--- src/rtl/cdc_handshake_tx.sv ---
// Source-side initiator of a four-phase req/ack handshake.
// A word accepted on valid/ready is launched on a held bus. req rises after a
// programmable settle interval. The block returns to ready once the
// synchronized ack has gone high and then low again.
module cdc_handshake_tx #(
    parameter int unsigned           DATA_WIDTH   = 8,
    parameter int unsigned           SETUP_CYCLES = 1,
    parameter logic [DATA_WIDTH-1:0] INIT_DATA    = '0
) (
    input  logic                  clock_i,
    input  logic                  reset_i,
    input  logic                  valid_i,
    input  logic [DATA_WIDTH-1:0] data_i,
    output logic                  ready_o,
    output logic                  done_o,
    output logic [DATA_WIDTH-1:0] xdata_o,
    output logic                  req_o,
    input  logic                  ack_i
);

    // The settle counter is 4 bits wide, so the interval is limited to 1..15.
    if (SETUP_CYCLES < 1 || SETUP_CYCLES > 15) begin : g_bad_setup
        $error("cdc_handshake_tx: SETUP_CYCLES must be within 1..15");
    end

    localparam logic [3:0] CNT_LOAD = 4'(SETUP_CYCLES - 1);

    typedef enum logic [2:0] {
        ST_RESYNC  = 3'd0,
        ST_IDLE    = 3'd1,
        ST_SETUP   = 3'd2,
        ST_REQ     = 3'd3,
        ST_RELEASE = 3'd4
    } state_t;

    // Synchronizer and state registers
    logic                  r_ack_meta;
    logic                  r_ack_s;
    state_t                r_state;
    logic [3:0]            r_cnt;
    logic [DATA_WIDTH-1:0] r_xdata;
    logic                  r_ready;
    logic                  r_req;
    logic                  r_done;

    // Next-state decode
    state_t                w_state_nxt;
    logic [3:0]            w_cnt_nxt;
    logic                  w_load;
    logic                  w_ready_nxt;
    logic                  w_req_nxt;
    logic                  w_done_nxt;

    // Two-flop ack synchronizer. Both stages reset high, so a leftover ack
    // from an aborted transfer has to be seen low before the block goes idle.
    always_ff @(posedge clock_i) begin
        if (reset_i) begin
            r_ack_meta <= 1'b1;
            r_ack_s    <= 1'b1;
        end else begin
            r_ack_meta <= ack_i;
            r_ack_s    <= r_ack_meta;
        end
    end

    // Next-state and output decode. Outputs are derived from the next state
    // and registered, so no input reaches an output combinationally.
    always_comb begin
        w_state_nxt = r_state;
        w_cnt_nxt   = r_cnt;
        w_load      = 1'b0;
        case (r_state)
            ST_RESYNC: begin
                if (!r_ack_s) w_state_nxt = ST_IDLE;
            end
            ST_IDLE: begin
                if (valid_i) begin
                    w_load      = 1'b1;
                    w_cnt_nxt   = CNT_LOAD;
                    w_state_nxt = ST_SETUP;
                end
            end
            ST_SETUP: begin
                if (r_cnt == 4'd0) w_state_nxt = ST_REQ;
                else               w_cnt_nxt   = r_cnt - 4'd1;
            end
            ST_REQ: begin
                if (r_ack_s) w_state_nxt = ST_RELEASE;
            end
            ST_RELEASE: begin
                if (!r_ack_s) w_state_nxt = ST_IDLE;
            end
            default: w_state_nxt = ST_RESYNC;
        endcase
        w_ready_nxt = (w_state_nxt == ST_IDLE);
        w_req_nxt   = (w_state_nxt == ST_REQ);
        // done only marks a completed handshake, not the exit from RESYNC
        w_done_nxt  = (r_state == ST_RELEASE) && (w_state_nxt == ST_IDLE);
    end

    // State, counter, held data bus and registered outputs
    always_ff @(posedge clock_i) begin
        if (reset_i) begin
            r_state <= ST_RESYNC;
            r_cnt   <= 4'd0;
            r_xdata <= INIT_DATA;
            r_ready <= 1'b0;
            r_req   <= 1'b0;
            r_done  <= 1'b0;
        end else begin
            r_state <= w_state_nxt;
            r_cnt   <= w_cnt_nxt;
            if (w_load) r_xdata <= data_i;
            r_ready <= w_ready_nxt;
            r_req   <= w_req_nxt;
            r_done  <= w_done_nxt;
        end
    end

    assign ready_o = r_ready;
    assign done_o  = r_done;
    assign xdata_o = r_xdata;
    assign req_o   = r_req;

endmodule
--- config.mk ---
export PLATFORM = sky130hd
export DESIGN_NAME = cdc_handshake_tx
export DESIGN_NICKNAME = d
export VERILOG_FILES = /design/src/rtl/cdc_handshake_tx.sv
export SDC_FILE = /design/constraint.sdc
export NUM_CORES = 1
export LEC_CHECK = 0
export CORE_MARGIN = 1
export CORE_UTILIZATION = 40
export CTS_CLUSTER_DIAMETER = 40
export DETAILED_ROUTE_END_ITERATION = 8
export HOLD_SLACK_MARGIN = 0.12
export PLACE_DENSITY = 0.69
export RECOVER_POWER = 50
export SYNTH_ARGS = -nofsm -noshare
export SYNTH_HDL_FRONTEND = slang
export SYNTH_SLANG_ARGS = --single-unit
--- constraint.sdc ---
create_clock -name clock_i -period 4.9 [get_ports clock_i]
set_input_delay 0.98 -clock clock_i [delete_from_list [all_inputs] [get_ports clock_i]]
set_output_delay 0.98 -clock clock_i [all_outputs]
set_load 0.05 [all_outputs]
; Word-level counts from Yosys, hierarchy flattened
; Index checks and enable logic that the tools add are counted.
[totals]
word_cells = 33
in_bits = 12
regBits = 20
[op_classes]
mux = 10
reduce_logical = 6
eq_ne = 8
addsub = 1
[op_table]
columns = cell, count
row1 = 2-to-1 mux 3 bit, 4
row2 = one-hot mux 3 bit (4 select lines), 1
row3 = equality test 3 x 2 -> 1 bit (second input constant), 3
row4 = 2-to-1 mux 4 bit, 2
row5 = one-hot mux 4 bit (2 select lines), 1
row6 = equality test 3 x 1 -> 1 bit (second input constant), 2
row7 = logical NOT 4 bit, 1
row8 = != test 2 bit (second input constant), 2
row9 = subtractor 4 x 1 -> 4 bit (second input constant), 1
row10 = equality test 3 bit (second input constant), 1
row11 = logical NOT 3 bit, 1
row12 = AND reduction 3 bit, 1
row13 = 2-to-1 mux 1 bit, 2
row14 = nonzero test 2 bit, 1
row15 = OR reduction 2 bit, 1
row16 = logical AND 1 bit, 1

; Logic depth before layout (Yosys ltp)
; Gate-level depths: netlist (run 1).
[depth]
word_depth = 5
mapped_depth = 5
mapped_depth_nobuf = 5

; Worst setup path after synthesis (run 1)
; OpenSTA, ideal clock, no wires.
[synth_path]
path_kind = input to register
startpoint = input valid_i
endpoint = register r_cnt[1]
cell_stages = 4
required_time_ns = 4.830
t_arrival_ns = 1.644
setup_ns = 0.070
path_buffers = 1
setup_slack_ns = 3.186
path_cell_list = nand4bb_1 > clkbuf_1 > a211o_1 > a21oi_1
[synth_between]
elab_chain_cells = 2
[synth_rtl]
columns = item, line_no
row1 = from (decl), 12  ; input logic valid_i,
row2 = != test 2 bit (no source line), --
row3 = AND reduction 3 bit (no source line), --
row4 = to (signal assigned), 112  ; r_cnt <= w_cnt_nxt;
row5 = to (decl), 40  ; logic [3:0] r_cnt;
; Every way passes these cells.
; A chain may end at the register's enable or synchronous reset.

; Worst setup path after layout (run 1)
[layout_path]
startpoint = register r_xdata[5], in the netlist xdata_o[5]
endpoint = output xdata_o[5]
[layout_rtl]
columns = item, line_no
row1 = from (decl), 41  ; logic [DATA_WIDTH-1:0] r_xdata;
row2 = from (signal assigned), 113  ; if (w_load) r_xdata <= data_i;
row3 = to (decl), 16  ; output logic [DATA_WIDTH-1:0] xdata_o,
; No word-level cell between the ends.

==> summary.txt, run 1 <==
Setup path
  • Crit path max fanout: 2
  • CP required: 3.92 ns
  • Worst setup SP type: flop
  • Worst setup path category: reg2out
  • Largest delay contributor family on the critical path: buffers and inverters
  • Endpoint class of the critical path: output port
  • RR Endpoint: ready_o
  • Critical Path AT: 1.45 ns
  • CP max stage delay: 0.81 ns
  • Buffers and inverters on the worst path: 1
  • Reg2reg start: r_cnt[0]
  • Slowest cell on the critical path: clkdlybuf4s50_1
  • Critical path cell sequence: clkdlybuf4s50_1
  • Slack of the worst reg-to-reg path: 3.13 ns
  • Reg2reg path depth: 5

Final layout
  • P&R area growth vs syn: 30.1%
  • Final Core Density: 54.9%
  • Layout cells sized above 1: 6.31%
  • Non-Filler Instances: 138
  • N_diodes: 0
  • # nets final: 125

STA
  • Peak Freq: 412 MHz
  • Final hold vios: 0
  • Final WS setup: 2.47 ns
  • Max-slew violation count: 0
  • RSZ-0062 raised after global routing: no
  • Sum Neg Setup Slack: 0 ns
  • Post-route clock skew: 0.00114 ns
  • Final hold slack: 0.428 ns
  • Slew headroom: 50.9%
  • Min Clock Period, post-route: 2.43 ns
  • Endpoints failing setup: 0
  • Crit share post-route: 49.5%
  • Worst-Margin Slew: 0.735 ns

Die
  • Die X: 47.3 um
  • Die Ht: 47.3 um
  • Boundary Pins: 23
  • Starting Density: 42.2%
  • Row count: 16
  • Die Area: 0.00223 mm2
  • Core Area: 0.00194 mm2

CTS
  • Clock Tree Root: clkbuf_4
  • Post-CTS setup buffer count: 0
  • CTS Buf Count: 3
  • H-tree depth: 1
  • CTS sink count: 20
  • CTS Hold Bufs: 0
  • TritonCTS clock tree: built
  • Post_cts resized: 0
  • CTS clock-pin slew for the worst setup and hold paths: 0.11 ns
  • Clk Latency, worst-skew pair: 0.29 ns
  • CTS Buffer Depth: 2

Logic synthesis
  • Post-synth top area share: 48.9%
  • Average size of a mapped cell: 8.81 um2
  • Synth Register Bits: 20
  • Synth cell count leaders: dfxtp_1 (20), nand2_1 (16), a21oi_1 (15)
  • Async set-reset flop share out of synthesis: 0%
  • Net Count, Synth: 106
  • Main synth FF type: dfxtp_1
  • Top-count cell post-synth: dfxtp_1
  • Unique cell type count in the Yosys netlist: 30
  • Yosys top cell by area: dfxtp_1
  • Ranking of synthesized cells by area: dfxtp_1 (49%), a21oi_1 (9.2%), nand2_1 (7.3%)
  • Gate Count Post-Synth: 93
  • Number of enable flip-flop cells after synthesis: 0
  • Warnings, synthesis: 0
  • Sequential-to-total area share from yosys stat: 48.9%
  • Cell area after synthesis: 820 um2

Placed design
  • Cells after DPL: 134
  • Placer congestion estimate: 0.656
  • Dpl ws: 2.43 ns
  • Input/output buffers: 22
  • Hpwl dp: 1.04 mm

Power and ir drop
  • Leakage: 0.000367 uW
  • PwrDens: 279 mW/mm2
  • Worst vdd ir: 0.000151 V

Detailed routing
  • Avg WL per Cell: 10.3 um
  • First-pass DRT Iterations: 3
  • Vias per cell: 4.90
  • DRT antenna net count: 0
  • DR vias: 676
  • Detailed-route wire length: 1.42 mm
  • DRC errors left: 0
  • 1st-iter DRT viols: 12

GRT
  • Largest net degree at the start of global routing: 18
  • Vias in the first global route: 582
  • Total GRT Usage: 14.7%
  • Initial antenna violation count: 0
  • First-pass GRT wire length: 2.37 mm
  • GRT overflow: 0

Worst hold path
  • Hold path depth: 1
  • Worst min-delay path startpoint: r_ack_meta
  • Min-delay worst type: reg2reg
  • Worst hold path endpoint: r_ack_s

Outcome
  • Status: finished, final reports clean

Job
  • Maximum Capacitance Violations: 0
==> through the flow <==
step                total power, uW  cell area, um2
floorplan                       196             820
global placement                209            1030
detailed placement              210            1030
CTS                             302            1070
global route                    312            1070
finish                          297            1070
==> cell usage in the layout, fill, tap and decap left out, types with 3 or more instances in the layout <==
cell             netlist  routed
or3_1                  3       3
dfxtp_1               20      20
clkdlybuf4s50_1        0      20
inv_1                  3       3
nor3b_1                5       5
nand2_1               16      16
clkbuf_4               0       3
o21ai_0                3       3
a21oi_1               15      15
==> worst max path at each step <==
| stage | startpoint | to | depth (start not counted) |
|---|---|---|---|
| floorplan | valid_i | r_cnt[1] | 4 |
| global placement | valid_i | r_cnt[1] | 4 |
| detailed placement | valid_i | r_cnt[1] | 4 |
| CTS | xdata_o[5] | xdata_o[5] | 1 |
| global route | xdata_o[3] | xdata_o[3] | 1 |
| finish | xdata_o[5] | xdata_o[5] | 1 |
==> logic make-up after synthesis <==
family	share of synthesized area, %
AOI/OAI and AO/OA	15.7
muxes	1.22
and+or+nand+nor	26.0
DFF	48.9
adders and majority gates	1.53
buffers and inverters	6.72
==> worst register-to-register path: cells and delay by family, from the launching register on <==
kind | cells | cell delay, ns
AO/OA/AOI/OAI | 2 | 0.52
adder cells (fa/ha/maj) | 1 | 0.16
buffers and inverters | 1 | 0.06
flip-flops | 1 | 0.34
AND/OR/NAND/NOR | 1 | 0.62
==> report_power, final <==
part	leakage, uW	total (uW)	internal (uW)	switching [uW]
Sequential	0.000162	170	167	3.51
Clock	0.0000210	92.0	45.2	46.8
Combinational	0.000184	35.2	16.5	18.6
Total	0.000367	297	228	69.0
==> state kept, by name, summed over array words and instances, names as in the netlist <==
register	count
done_o	1
r_ack_meta	1
r_ack_s	1
r_cnt	4
r_state	3
ready_o	1
req_o	1
xdata_o	8
==> cell type report <==
cell class	instances	area, um2
Sequential cell	20	400
Fill cell	190	876
Timing Repair Buffer	22	220
Inverter	3	11.3
Multi-Input combinational cell	62	364
Clock buffer	4	36.3
Tap cell	27	33.8
==> layer usage <==
layer | share of wire, % | vias to the layer above | GRT usage [%]
li1 | - | 355 | -
met1 | 49 | 306 | 19.3
met2 | 47 | 13 | 24.4
met3 | 3.2 | 2 | 2.31
met4 | 0.56 | 0 | 5.14
met5 | 0 | - | 0
No activity file was read; power rests on OpenSTA's default activity.
==> run 2, diff against run 1 <==
--- a/config.mk
+++ b/config.mk
@@ -10,7 +10,7 @@
 export CTS_CLUSTER_DIAMETER = 40
 export DETAILED_ROUTE_END_ITERATION = 8
 export HOLD_SLACK_MARGIN = 0.12
-export PLACE_DENSITY = 0.69
+export PLACE_DENSITY = 0.71
 export RECOVER_POWER = 50
 export SYNTH_ARGS = -nofsm -noshare
 export SYNTH_HDL_FRONTEND = slang
==> constraint.sdc (replaced) <==
create_clock -name clock_i -period 2 [get_ports clock_i]
set_input_delay 0.4 -clock clock_i [delete_from_list [all_inputs] [get_ports clock_i]]
set_output_delay 0.4 -clock clock_i [all_outputs]
set_load 0.05 [all_outputs]
==> summary.txt, run 2 (same netlist as run 1, synthesis figures left out) <==
Outcome
  • Status: finished, final reports clean (unchanged)

STA
  • Slew headroom: 55.2% (was 50.9%)
  • Min Clock Period, post-route: 1.85 ns
  • Post-route clock skew: 0.00303 ns (was 0.00114 ns)
  • Worst-Margin Slew: 0.671 ns (was 0.735 ns)
  • Final hold vios: 0 (unchanged)
  • Max-slew violation count: 0 (unchanged)
  • Sum Neg Setup Slack: 0 ns (unchanged)
  • RSZ-0062 raised after global routing: no (unchanged)
  • Peak Freq: 540 MHz
  • Endpoints failing setup: 0 (unchanged)
  • Final hold slack: 0.420 ns (was 0.428 ns)
  • Crit share post-route: 92.5%
  • Final WS setup: 0.150 ns (was 2.47 ns)

Detailed routing
  • First-pass DRT Iterations: 4 (was 3)
  • DR vias: 689 (was 676)
  • Detailed-route wire length: 1.57 mm (was 1.42 mm)
  • Avg WL per Cell: 11.3 um (was 10.3 um)
  • DRT antenna net count: 0 (unchanged)
  • Vias per cell: 4.96 (was 4.90)
  • 1st-iter DRT viols: 11 (was 12)
  • DRC errors left: 0 (unchanged)

CTS
  • TritonCTS clock tree: built (unchanged)
  • Clk Latency, worst-skew pair: 0.29 ns (about the same)
  • CTS Buffer Depth: 2 (unchanged)
  • CTS Hold Bufs: 0 (unchanged)
  • CTS Buf Count: 3 (unchanged)
  • Clock Tree Root: clkbuf_4 (unchanged)
  • Post_cts resized: 0 (unchanged)
  • H-tree depth: 1 (unchanged)
  • Post-CTS setup buffer count: 0 (unchanged)
  • CTS sink count: 20 (unchanged)
  • CTS clock-pin slew for the worst setup and hold paths: 0.11 ns (about the same)

Setup path
  • Slowest cell on the critical path: clkdlybuf4s50_1 (unchanged)
  • CP required: 1.60 ns (was 3.92 ns)
  • Worst setup path category: reg2out (unchanged)
  • Critical path cell sequence: clkdlybuf4s50_1 (unchanged)
  • Crit path max fanout: 2 (unchanged)
  • Worst setup SP type: flop (unchanged)
  • Buffers and inverters on the worst path: 1 (unchanged)
  • Critical Path AT: 1.45 ns (about the same)
  • Largest delay contributor family on the critical path: buffers and inverters (unchanged)
  • Endpoint class of the critical path: output port (unchanged)
  • CP max stage delay: 0.81 ns (about the same)

Job
  • Maximum Capacitance Violations: 0 (unchanged)

GRT
  • GRT overflow: 0 (unchanged)
  • First-pass GRT wire length: 2.49 mm (was 2.37 mm)
  • Total GRT Usage: 16.5% (was 14.7%)
  • Vias in the first global route: 569 (was 582)
  • Largest net degree at the start of global routing: 17 (was 18)
  • Initial antenna violation count: 0 (unchanged)

Placed design
  • Input/output buffers: 22 (unchanged)
  • Placer congestion estimate: 0.715 (was 0.656)
  • Dpl ws: 0.320 ns (was 2.43 ns)
  • Hpwl dp: 1.09 mm (was 1.04 mm)
  • Cells after DPL: 136 (was 134)

Final layout
  • P&R area growth vs syn: 29.8% (was 30.1%)
  • N_diodes: 0 (unchanged)
  • Max FFs per register: 8 (unchanged)
  • Commonest non-fill, non-tap cells in the layout: dfxtp_1 (20), clkdlybuf4s50_1 (20), nand2_1 (16) (unchanged)
  • Layout cells sized above 1: 6.25% (was 6.31%)
  • Non-Filler Instances: 139 (was 138)
  • # fillers: 196 (was 190)
  • # nets final: 127 (was 125)
  • Final Core Density: 54.8% (was 54.9%)

Die
  • Die Ht: 47.3 um (unchanged)
  • Starting Density: 42.2% (unchanged)
  • Row count: 16 (unchanged)
  • Die Area: 0.00223 mm2 (unchanged)
  • Core Area: 0.00194 mm2 (unchanged)
  • Die X: 47.3 um (unchanged)
  • Boundary Pins: 23 (unchanged)

Power and ir drop
  • PwrDens: 652 mW/mm2 (was 279 mW/mm2)
  • Leakage: 0.000365 uW (was 0.000367 uW)
  • Worst vdd ir: 0.000355 V (was 0.000151 V)

Worst hold path
  • Min-delay worst type: reg2reg (unchanged)
-- run 2: cell count changes in the layout (fill, tap and decap cells not counted) --
cell	change
buf_4	+1
clkbuf_1	+1
clkbuf_8	-1
-- run 2: area by class of cell --
type                            count  area, um2  share of cell area, %
Sequential cell                    20        400                   37.6
Multi-Input combinational cell     62        364                   34.2
Timing Repair Buffer               24        231                   21.8
Tap cell                           27       33.8                   3.18
Clock buffer                        3       22.5                   2.12
Inverter                            3       11.3                   1.06
-- run 2: worst paths after layout --
check             depth (start not counted)  slack (ns)       start    endpoint
setup reg to reg                          3        0.28  r_state[1]    r_cnt[3]
hold reg to reg                           1        0.42  r_ack_meta     r_ack_s
setup / recovery                          1        0.15  xdata_o[3]  xdata_o[3]
hold / removal                            1        0.42  r_ack_meta     r_ack_s
-- run 2: metal layers --
layer	wire length, um	part of all wire [%]	global-route usage, %	up-vias
met3	74	4.7	6.92	2
met4	13	0.83	8.57	0
met1	721	46	19.8	314
met5	0	0	0	-
met2	757	48	24.9	16
li1	-	-	-	357
-- run 2: per-stage QoR --
step | power, uW | cell area [um2]
finish | 693 | 1060
global route | 728 | 1060
CTS | 704 | 1070
detailed placement | 517 | 1040
global placement | 516 | 1040
floorplan | 480 | 820
-- run 2: worst reg2reg max path, cell delays in order, from the launching register on --
cell	delay (ns)
dfxtp_1	0.50
or3b_1	0.49
or4_1	0.50
a21oi_1	0.16
-- run 2: where the power goes --
group | switching, uW | internal (uW)
Combinational | 47.9 | 41.9
Clock | 116 | 70.1
Sequential | 8.50 | 408
